`src/rtl/lcd_capture_if.sv`:
```
// rtl/lcd_capture_if.sv - framebuffer write bus between lcd_capture and its sink
interface lcd_capture_if;
  logic [12:0] fb_adr;
  logic [7:0]  fb_data;
  logic        fb_valid;
  logic        fb_ready;

  modport master (output fb_adr, output fb_data, output fb_valid, input fb_ready);
  modport slave  (input fb_adr, input fb_data, input fb_valid, output fb_ready);
endinterface

```
`src/rtl/lcd_capture.sv`:
```
// rtl/lcd_capture.sv - packs 160x144 2-bit LCD pixels into framebuffer byte writes through a small FIFO
module lcd_capture #(
  parameter int FIFO_DEPTH = 4
) (
  input  logic          clk,
  input  logic          reset,
  input  logic          disp_on,
  input  logic          hsync,
  input  logic          vsync,
  input  logic          px_out,
  input  logic [1:0]    px,
  lcd_capture_if.master fb,
  output logic          frame_done,
  output logic          overflow
);

  localparam int AW = (FIFO_DEPTH > 2) ? $clog2(FIFO_DEPTH) : 1;
  localparam logic [7:0]  X_END    = 8'd160;
  localparam logic [7:0]  Y_END    = 8'd144;
  localparam logic [12:0] LAST_ADR = 13'd5759;
  localparam logic [AW:0] DEPTH    = (AW+1)'(FIFO_DEPTH);

  logic [7:0]    x_q, x_d;
  logic [7:0]    y_q, y_d;
  logic [1:0]    pack_q, pack_d;
  logic [5:0]    sh_q, sh_d;
  logic [12:0]   adr_q, adr_d;
  logic [20:0]   mem_q [FIFO_DEPTH];
  logic [20:0]   mem_d [FIFO_DEPTH];
  logic [AW-1:0] wr_ptr_q, wr_ptr_d;
  logic [AW-1:0] rd_ptr_q, rd_ptr_d;
  logic [AW:0]   cnt_q, cnt_d;
  logic          ovf_q, ovf_d;
  logic          fd_q, fd_d;

  logic          push, wr, pop, full;
  logic [20:0]   entry;
  logic [20:0]   head;

  assign head        = mem_q[rd_ptr_q];
  assign fb.fb_adr   = head[20:8];
  assign fb.fb_data  = head[7:0];
  assign fb.fb_valid = (cnt_q != '0);
  assign frame_done  = fd_q;
  assign overflow    = ovf_q;

  always_comb begin
    x_d      = x_q;
    y_d      = y_q;
    pack_d   = pack_q;
    sh_d     = sh_q;
    adr_d    = adr_q;
    ovf_d    = ovf_q;
    mem_d    = mem_q;
    wr_ptr_d = wr_ptr_q;
    rd_ptr_d = rd_ptr_q;
    cnt_d    = cnt_q;
    push     = 1'b0;
    entry    = '0;

    pop  = (cnt_q != '0) && fb.fb_ready;
    full = (cnt_q == DEPTH);

    if (!disp_on) begin
      x_d    = '0;
      y_d    = '0;
      pack_d = '0;
      adr_d  = '0;
    end else begin
      // Line/frame clears happen first so a pixel in the hsync clk lands at x=0.
      if (hsync) begin
        x_d    = '0;
        pack_d = '0;
        if (vsync) begin
          y_d   = '0;
          adr_d = '0;
        end else if (x_q == X_END && y_q != Y_END) begin
          y_d = y_q + 8'd1;
        end
      end
      if (px_out) begin
        if (x_d < X_END && y_d < Y_END) begin
          sh_d = {sh_q[3:0], px};
          x_d  = x_d + 8'd1;
          if (pack_d == 2'd3) begin
            push   = 1'b1;
            entry  = {adr_d, sh_q, px};
            adr_d  = adr_d + 13'd1;
            pack_d = '0;
          end else begin
            pack_d = pack_d + 2'd1;
          end
        end else begin
          ovf_d = 1'b1;
        end
      end
    end

    // A full FIFO still accepts a push when the head leaves in the same clk.
    wr = push && (!full || pop);
    if (push && !wr) begin
      ovf_d = 1'b1;
    end

    if (wr) begin
      mem_d[wr_ptr_q] = entry;
      wr_ptr_d        = wr_ptr_q + AW'(1);
    end
    if (pop) begin
      rd_ptr_d = rd_ptr_q + AW'(1);
    end
    if (wr && !pop) begin
      cnt_d = cnt_q + (AW+1)'(1);
    end else if (!wr && pop) begin
      cnt_d = cnt_q - (AW+1)'(1);
    end

    fd_d = pop && (head[20:8] == LAST_ADR);
  end

  always_ff @(posedge clk) begin
    if (reset) begin
      x_q      <= '0;
      y_q      <= '0;
      pack_q   <= '0;
      sh_q     <= '0;
      adr_q    <= '0;
      wr_ptr_q <= '0;
      rd_ptr_q <= '0;
      cnt_q    <= '0;
      ovf_q    <= 1'b0;
      fd_q     <= 1'b0;
      for (int i = 0; i < FIFO_DEPTH; i++) begin
        mem_q[i] <= '0;
      end
    end else begin
      x_q      <= x_d;
      y_q      <= y_d;
      pack_q   <= pack_d;
      sh_q     <= sh_d;
      adr_q    <= adr_d;
      wr_ptr_q <= wr_ptr_d;
      rd_ptr_q <= rd_ptr_d;
      cnt_q    <= cnt_d;
      ovf_q    <= ovf_d;
      fd_q     <= fd_d;
      mem_q    <= mem_d;
    end
  end

endmodule
```
`src/flat_wrapper.sv`:
```
// flat-port wrapper written by rule: the top's interface ports become plain ports
module lcd_capture_flat 
#(
  parameter int FIFO_DEPTH = 4
)
  (clk, reset, disp_on, hsync, vsync, px_out, px, frame_done, overflow, fb_fb_adr, fb_fb_data, fb_fb_valid, fb_fb_ready);
  lcd_capture_if fb_i ();
  input  logic clk;
  input  logic reset;
  input  logic disp_on;
  input  logic hsync;
  input  logic vsync;
  input  logic px_out;
  input  logic [1:0] px;
  output logic frame_done;
  output logic overflow;
  output wire logic [$bits(fb_i.fb_adr)-1:0] fb_fb_adr;
  output wire logic [$bits(fb_i.fb_data)-1:0] fb_fb_data;
  output wire logic [$bits(fb_i.fb_valid)-1:0] fb_fb_valid;
  input wire logic [$bits(fb_i.fb_ready)-1:0] fb_fb_ready;
  assign fb_fb_adr = fb_i.fb_adr;
  assign fb_fb_data = fb_i.fb_data;
  assign fb_fb_valid = fb_i.fb_valid;
  assign fb_i.fb_ready = fb_fb_ready;
  lcd_capture #(.FIFO_DEPTH(FIFO_DEPTH)) u_core (.clk(clk), .reset(reset), .disp_on(disp_on), .hsync(hsync), .vsync(vsync), .px_out(px_out), .px(px), .fb(fb_i), .frame_done(frame_done), .overflow(overflow));
endmodule
```
`config.mk`:
```
export PLATFORM = sky130hd
export DESIGN_NAME = lcd_capture_flat
export DESIGN_NICKNAME = d
export VERILOG_FILES = /design/src/rtl/lcd_capture_if.sv /design/src/rtl/lcd_capture.sv /design/src/flat_wrapper.sv
export SDC_FILE = /design/constraint.sdc
export NUM_CORES = 1
export LEC_CHECK = 0
export ABC_AREA = 1
export BUFFER_PORTS_ARGS = -buffer_cell sky130_fd_sc_hd__buf_2
export CELL_PAD_IN_SITES_DETAIL_PLACEMENT = 0
export CELL_PAD_IN_SITES_GLOBAL_PLACEMENT = 2
export CORE_MARGIN = 8
export CORE_UTILIZATION = 36
export CTS_CLUSTER_DIAMETER = 50
export DETAILED_ROUTE_END_ITERATION = 8
export PLACE_DENSITY = 0.82
export SLEW_MARGIN = 20
export SYNTH_ARGS = -nofsm -noshare
export SYNTH_HDL_FRONTEND = slang
export SYNTH_SLANG_ARGS = --single-unit
```
`constraint.sdc`:
```
create_clock -name clk -period 4.34 [get_ports clk]
set_input_delay 0.217 -clock clk [delete_from_list [all_inputs] [get_ports clk]]
set_output_delay 0.217 -clock clk [all_outputs]
set_load 0.05 [all_outputs]
```
==> impl_metrics.ini, run 1 <==
[pwr]
leakage_nw = 3.46
ir_drop_mv = 0.316
power_density_nw_per_um2 = 442
p_total_mw = 3.32

[floorplanning]
rows = 49
die_area_sq_um = 23100
core-area_sq_um = 18000
start_util_pct = 36.9
io_pins = 33
die_x_um = 152
die_h_um = 152

[global_routing]
grtUsageTotal_pct = 16.5
antenna_found_initial = 0
grt_overflow = 0
grt_pass1_vias = 5961
grt_max_degree = 76
grt_pass1_wl_um = 31300

[synth]
yosys.cell_count.top_type = nand2_1
synthTopCellsByCount = nand2_1, nor2_1, dfxtp_1, inv_1, a21oi_1
ys_types = 33
synth.top_cell.area_share_pct = 39.1
yosys_warnings = 0
syn_nets = 1056
synthTopCellsByArea = dfxtp_1, nand2_1, nor2_1, a21oi_1, inv_1
postSynthAreaPerCell_sq_um = 6.43
ys_seq_area_share_pct = 39.1
ys_seq_elements = 130
yosys.area.top_type = dfxtp_1
synth_edf_count = 0
netlist_instances = 1035
async_flop_share_pct = 0
synthesis.area_sq_um = 6650
synthFlopType = dfxtp_1

[route]
vias = 6141
wl_met1_um = 9760
wl_met3_um = 560
ant_nets = 0
drt_iter0_markers = 344
wire_per_inst_um = 14.8
drt-total-wl_um = 19000
drt-pass1-iter-count = 5
drc = 0
viasPerCell = 4.79
highest_layer = met4
wl_met2_um = 8390

[critical_path]
cp-start-kind = flip-flop
r2r-start = u_core.y_q[0]
worstPathCellList = inv_1, buf_4, o21ai_0, a21oi_1, a21oi_1, buf_2
path_common_cell = a21oi_1
critPathKind = reg2out
rrSetupSlack_ns = 1.39
critPathMaxStageDelay_ns = 0.65
startpoint = u_core.rd_ptr_q[1]
worstPathMaxFanout = 22
required_ns = 4.12
r2r-end = u_core.cnt_q[2]
r2r_cells = 20
arrival_ns = 2.78
end_kind = output pin
cp_slowest_cell = dfxtp_1

[layout]
layout-drive-gt1-share_pct = 8.06
post-route-util_pct = 41.6
nFillCells = 2041
fin_area_sq_um = 7500
area_growth_syn_to_layout_pct = 12.8
final_nets = 1062
antennaDiodeCount = 0

[hold_path]
hold_path_class = in2reg
holdPathStages = 3
min-delay-start = px[1]
hold_end = u_core.mem_q[43]

[sta]
setup_ws_ns = 1.34
slew_violations = 0
setup-violations-final = 0
hold_violations = 0
period_share_pct = 69.0
finClkSkew_ns = 0.00501
tightestPinTransition_ns = 0.931
fmax_ghz = 0.334
timing.setup.tns_ns = 0
rsz0062_at_grt = no
period_needed_ns = 3.00
slew-limit-headroom_pct = 37.9

[clock_tree]
cts_tree = done
clk_pin_slew_ns = 0.06
cts_max_level = 4
cts_hold_buf = 0
cts_resized = 0
clk_path_buf_depth = 2
clock_sinks = 130
cts_setup_buffers = 0
cts_buffers = 17
clk_latency_ns = 0.42
cts-root-buf = clkbuf_16

[placed_design]
dp_hpwl_um = 12200
dpl_worst_slack_ns = 1.38
dpl_cell_area_sq_um = 6910
gp_congestion = 0.801
portBuffers = 32

[run_status]
status = complete, no violations

[run]
maxCapViolCount = 0
[state kept, by name (all words and copies together) (netlist names)]
name / count
u_core.cnt_q: 3
u_core.wr_ptr_q: 2
u_core.y_q: 8
u_core.rd_ptr_q: 2
u_core.x_q: 8
u_core.frame_done: 1
u_core.mem_q: 84
u_core.pack_q: 2
u_core.overflow: 1
u_core.adr_q: 13
u_core.sh_q: 6
[metal layers]
layer / global-route usage [%] / vias up
met5: 0 / -
met4: 5.37 / 0
met3: 2.82 / 17
met2: 26.3 / 81
met1: 22.1 / 2766
li1: - / 3277
[cell type report]
class	instances	area (sq um)	share of cell area, %
repair buffers	40	220	2.94
multi-input cells	733	3360	44.7
inverters	119	447	5.96
well taps	229	287	3.82
flip-flops and latches	130	2600	34.7
clock inverters	10	134	1.79
clock buffers	22	454	6.06
[through the flow]
stage / instances / hold WS (ns)
6_report: 1283 / 0.0711
5_1_grt: 1283 / 0.0896
4_1_cts: 1283 / 0.0620
3_5_place_dp: 1251 / 0.463
3_3_place_gp: 1251 / 0.455
2_1_floorplan: 1035 / 0.352
[worst max-delay path: cells and delay by family, from the launching register on]
kind | cells | cell delay, ns
buffers and inverters | 3 | 1.23
AO/OA/AOI/OAI | 3 | 0.48
flip-flops | 1 | 0.65
[cell families (layout without fill, tap and decap cells)]
| group | count (synthesis) | in the layout | synth area share, % |
|---|---|---|---|
| AOI/OAI and AO/OA | 173 | 173 | 13.5 |
| xor gates and xnor gates | 8 | 8 | 1.05 |
| adders and majority gates | 12 | 12 | 2.37 |
| buffers and inverters | 172 | 191 | 10.5 |
| DFF | 130 | 130 | 39.1 |
| and+or+nand+nor | 540 | 540 | 33.5 |
[worst max path at each step]
stage / endpoint / cells after the start
after floorplan: u_core.cnt_q[2] / 22
after global placement: u_core.cnt_q[2] / 20
after detailed placement: u_core.mem_q[15] / 16
after CTS: fb_fb_adr[1] / 5
after global routing: u_core.cnt_q[2] / 20
final: fb_fb_adr[11] / 6
[where the power goes]
group | switching, mW | leakage [nW] | internal (mW)
sequential | 0.0210 | 1.05 | 1.21
combinational | 0.483 | 2.13 | 0.135
clock | 0.549 | 0.284 | 0.915
[cells in the final DEF (no fill, tap or decap), types with 2 or more instances in the layout]
cell	synthesis	final
dfxtp_1	130	130
xnor2_1	3	3
o21ai_0	57	57
nand3_1	57	57
xor2_1	5	5
nand2_1	234	234
nor3_1	9	9
o21ai_1	2	2
clkinv_2	0	4
nor2_2	3	2
nand4_1	9	9
nand3_4	2	2
inv_2	4	5
nor2_4	1	2
clkinvlp_4	0	2
clkbuf_1	33	4
bufinv_16	0	3
nand3b_1	2	2
nor2_1	216	216
o22ai_1	8	8
a211oi_1	6	6
clkbuf_16	0	17
nand3_2	3	3
buf_4	0	8
inv_1	114	113
nand2_2	2	2
ha_1	11	11
a21oi_1	97	97
buf_2	11	32
Note: power is estimated with default switching activity, not from simulation.
==> inputs of run 2 (changes only) <==
--- a/config.mk
+++ b/config.mk
@@ -5,15 +5,15 @@
 export SDC_FILE = /design/constraint.sdc
 export NUM_CORES = 1
 export LEC_CHECK = 0
-export ABC_AREA = 1
+export ABC_AREA = 0
 export BUFFER_PORTS_ARGS = -buffer_cell sky130_fd_sc_hd__buf_2
 export CELL_PAD_IN_SITES_DETAIL_PLACEMENT = 0
 export CELL_PAD_IN_SITES_GLOBAL_PLACEMENT = 2
 export CORE_MARGIN = 8
-export CORE_UTILIZATION = 36
+export CORE_UTILIZATION = 34
 export CTS_CLUSTER_DIAMETER = 50
 export DETAILED_ROUTE_END_ITERATION = 8
-export PLACE_DENSITY = 0.82
+export PLACE_DENSITY = 0.73
 export SLEW_MARGIN = 20
 export SYNTH_ARGS = -nofsm -noshare
 export SYNTH_HDL_FRONTEND = slang
==> constraint.sdc (replaced) <==
create_clock -name clk -period 2.42 [get_ports clk]
set_input_delay 0.121 -clock clk [delete_from_list [all_inputs] [get_ports clk]]
set_output_delay 0.121 -clock clk [all_outputs]
set_load 0.05 [all_outputs]
==> run 2 against run 1 <==
Compared with the run above: the flow now finishes with violations (setup timing); count of clock-buffer cells in the layout is 3 lower; die area fell by 4.1%; power up 69%; worst setup slack worse by 1.6 ns; clock power grew 86%; combinational power rose by 5.2%.
==> impl_metrics.ini, run 2 <==
[floorplanning]
die_x_um = 149
die_h_um = 149
io_pins = 33
start_util_pct = 34.6
rows = 48
die_area_sq_um = 22100
core-area_sq_um = 17300

[critical_path]
critPathMaxStageDelay_ns = 0.33
cp-start-kind = flip-flop
rrSetupSlack_ns = -0.27
r2r-start = u_core.x_q[4]
required_ns = 2.77
worstPathCellList = nor4b_4, nand4_1, mux2i_2, nor2_4, a21boi_2, ha_2, inv_2, fa_2, xor2_1, or3_1, a21oi_2
r2r_cells = 11
end_kind = flip-flop
arrival_ns = 3.04
worstPathMaxFanout = 2
critPathKind = reg2reg
cp_slowest_cell = dfxtp_2
r2r-end = u_core.cnt_q[2]

[placed_design]
dpl_cell_area_sq_um = 6820
dp_hpwl_um = 11100
gp_congestion = 0.836
portBuffers = 32

[sta]
tightestPinTransition_ns = 0.720
rsz0062_at_grt = yes
setup_ws_ns = -0.265
fmax_ghz = 0.372
period_share_pct = 111
setup-violations-final = 2
finClkSkew_ns = 0.0122
slew-limit-headroom_pct = 52.0
slew_violations = 0
hold_violations = 0
period_needed_ns = 2.69

[pwr]
p_total_mw = 5.61
ir_drop_mv = 0.508
leakage_nw = 2.68
power_density_nw_per_um2 = 740

[layout]
final_common_cell = nand2_1
antennaDiodeCount = 0
area_growth_syn_to_layout_pct = 26.4
largest-register = u_core.mem_q
layout-drive-gt1-share_pct = 23.1
regArea_sq_um = 2610
largest_reg_flops = 84
final_cell_mix = nand2_1, dfxtp_1, a21oi_1, buf_4, nand3_1
reg_top3 = u_core.mem_q: 84 flops, u_core.adr_q: 13 flops
final_nets = 777
nFillCells = 1723
fin_area_sq_um = 7570
multi_input_area_sq_um = 3230

[global_routing]
antenna_found_initial = 0
grt_overflow = 0
grt_max_degree = 34
grtUsageTotal_pct = 16.2
grt_pass1_vias = 5319
grt_pass1_wl_um = 28300

[synth]
synthTopCellsByCount = nand2_1, dfxtp_1, a21oi_1, nand3_1, nor2_1
yosys.cell_count.top_type = nand2_1
yosys_warnings = 0
yosys.area.top_type = dfxtp_1
synth_edf_count = 0
postSynthAreaPerCell_sq_um = 8.69
ys_seq_area_share_pct = 43.4
netlist_instances = 690
synthFlopType = dfxtp_1
ys_types = 58
ys_seq_elements = 130
synthesis.area_sq_um = 5990
syn_nets = 711
async_flop_share_pct = 0
synthTopCellsByArea = dfxtp_1, nand2_1, a21oi_1, mux4_2, nand3_1
synth.top_cell.area_share_pct = 43.4

[route]
highest_layer = met4
vias = 5159
wire_per_inst_um = 17.3
drt-total-wl_um = 17200
drt_iter0_markers = 323
wl_met2_um = 8220
viasPerCell = 5.19
wl_met1_um = 8110
ant_nets = 0
drt-pass1-iter-count = 5
drc = 0
wl_met3_um = 697

[hold_path]
min-delay-start = hsync
holdPathStages = 3
hold_end = u_core.x_q[4]
hold_path_class = in2reg

[run]
maxCapViolCount = 0

[clock_tree]
clk_pin_slew_ns = 0.06
cts_max_level = 4
cts-root-buf = clkbuf_16
clk_latency_ns = 0.43
cts_buffers = 17
clk_path_buf_depth = 2
cts_tree = done
clock_sinks = 130

[run_status]
failed_checks = setup timing
status = finished, violations left
[run 2: cell types whose count changed after synthesis, moves of 10 or more]
cell and delta:
clkbuf_1 -11, inv_1 -106, mux2i_1 +10, mux4_2 +21
nand2_1 -75, nand3_1 -15, nor2_1 -177, o21ai_0 -53
xnor2_1 +12
[run 2: stage by stage]
stage | hold WS, ns | utilization [%] | worst slack [ns] | instances | setup TNS (ns)
final | 0.0280 | 43.8 | -0.265 | 994 | -0.281
after CTS | 0.00519 | 43.4 | -0.316 | 993 | -0.366
after detailed placement | 0.421 | 39.4 | -0.352 | 956 | -0.437
after global placement | 0.413 | 39.4 | -0.258 | 956 | -0.258
after global routing | 0.0335 | 43.8 | -0.369 | 994 | -0.486
after floorplan | 0.257 | - | -0.221 | 690 | -0.221
[run 2: worst max-delay path, delay by kind of cell, from the launching register on]
kind	cells	cell delay, ns
muxes	1	0.31
and+or+nand+nor	4	0.92
buffers and inverters	1	0.04
DFF	1	0.33
xor gates and xnor gates	1	0.15
adders and majority gates	2	0.55
AOI/OAI and AO/OA	2	0.31
[run 2: final cells by class]
type | instances | area share, %
Multi-Input combinational cell | 502 | 42.6
Inverter | 8 | 0.396
Sequential cell | 130 | 34.4
Clock buffer | 19 | 5.98
Timing Repair Buffer | 97 | 10.6
Clock inverter | 13 | 2.28
Tap cell | 225 | 3.72
[run 2: metal layers]
| layer | GRT usage (%) | vias up |
|---|---|---|
| met5 | 0 | - |
| met4 | 5.70 | 0 |
| met3 | 3.61 | 16 |
| met2 | 27.1 | 88 |
| met1 | 20.3 | 2544 |
| li1 | - | 2511 |
[run 2: timing repair]
action                                  in CTS  in global routing
pin swaps                                    4                  4
endpoints found under the setup margin       2                 51
buffers inserted                             2                  0
cloned                                       0                  2
gates resized for setup                      4                  2
hold buffers                                 3                  0
endpoints found under the hold margin       10                  0
[run 2: logic make-up (layout without fill, tap and decap cells)]
group	after synthesis	after routing	share of synthesized area (%)
adders and majority gates	12	12	2.63
DFF	130	130	43.4
and+or+nand+nor	302	302	22.9
buffers and inverters	58	137	4.22
xor gates and xnor gates	28	28	4.53
muxes	31	31	9.56
AOI/OAI and AO/OA	129	129	12.8
[run 2: power by group]
part | internal (mW) | switching [mW] | total, mW
Combinational | 0.273 | 0.377 | 0.650
Clock | 1.69 | 1.03 | 2.72
Sequential | 2.18 | 0.0583 | 2.24
[run 2: worst max-delay path by stage]
| stage | from | end | slack (ns) | cells past startpoint |
|---|---|---|---|---|
| after floorplan | u_core.x_q[6] | u_core.cnt_q[2] | -0.22 | 11 |
| after global placement | u_core.x_q[6] | u_core.cnt_q[2] | -0.26 | 11 |
| after detailed placement | u_core.x_q[6] | u_core.cnt_q[2] | -0.35 | 11 |
| after CTS | u_core.x_q[4] | u_core.cnt_q[2] | -0.32 | 11 |
| after global routing | u_core.x_q[4] | u_core.cnt_q[2] | -0.37 | 11 |
| final | u_core.x_q[4] | u_core.cnt_q[2] | -0.27 | 11 |
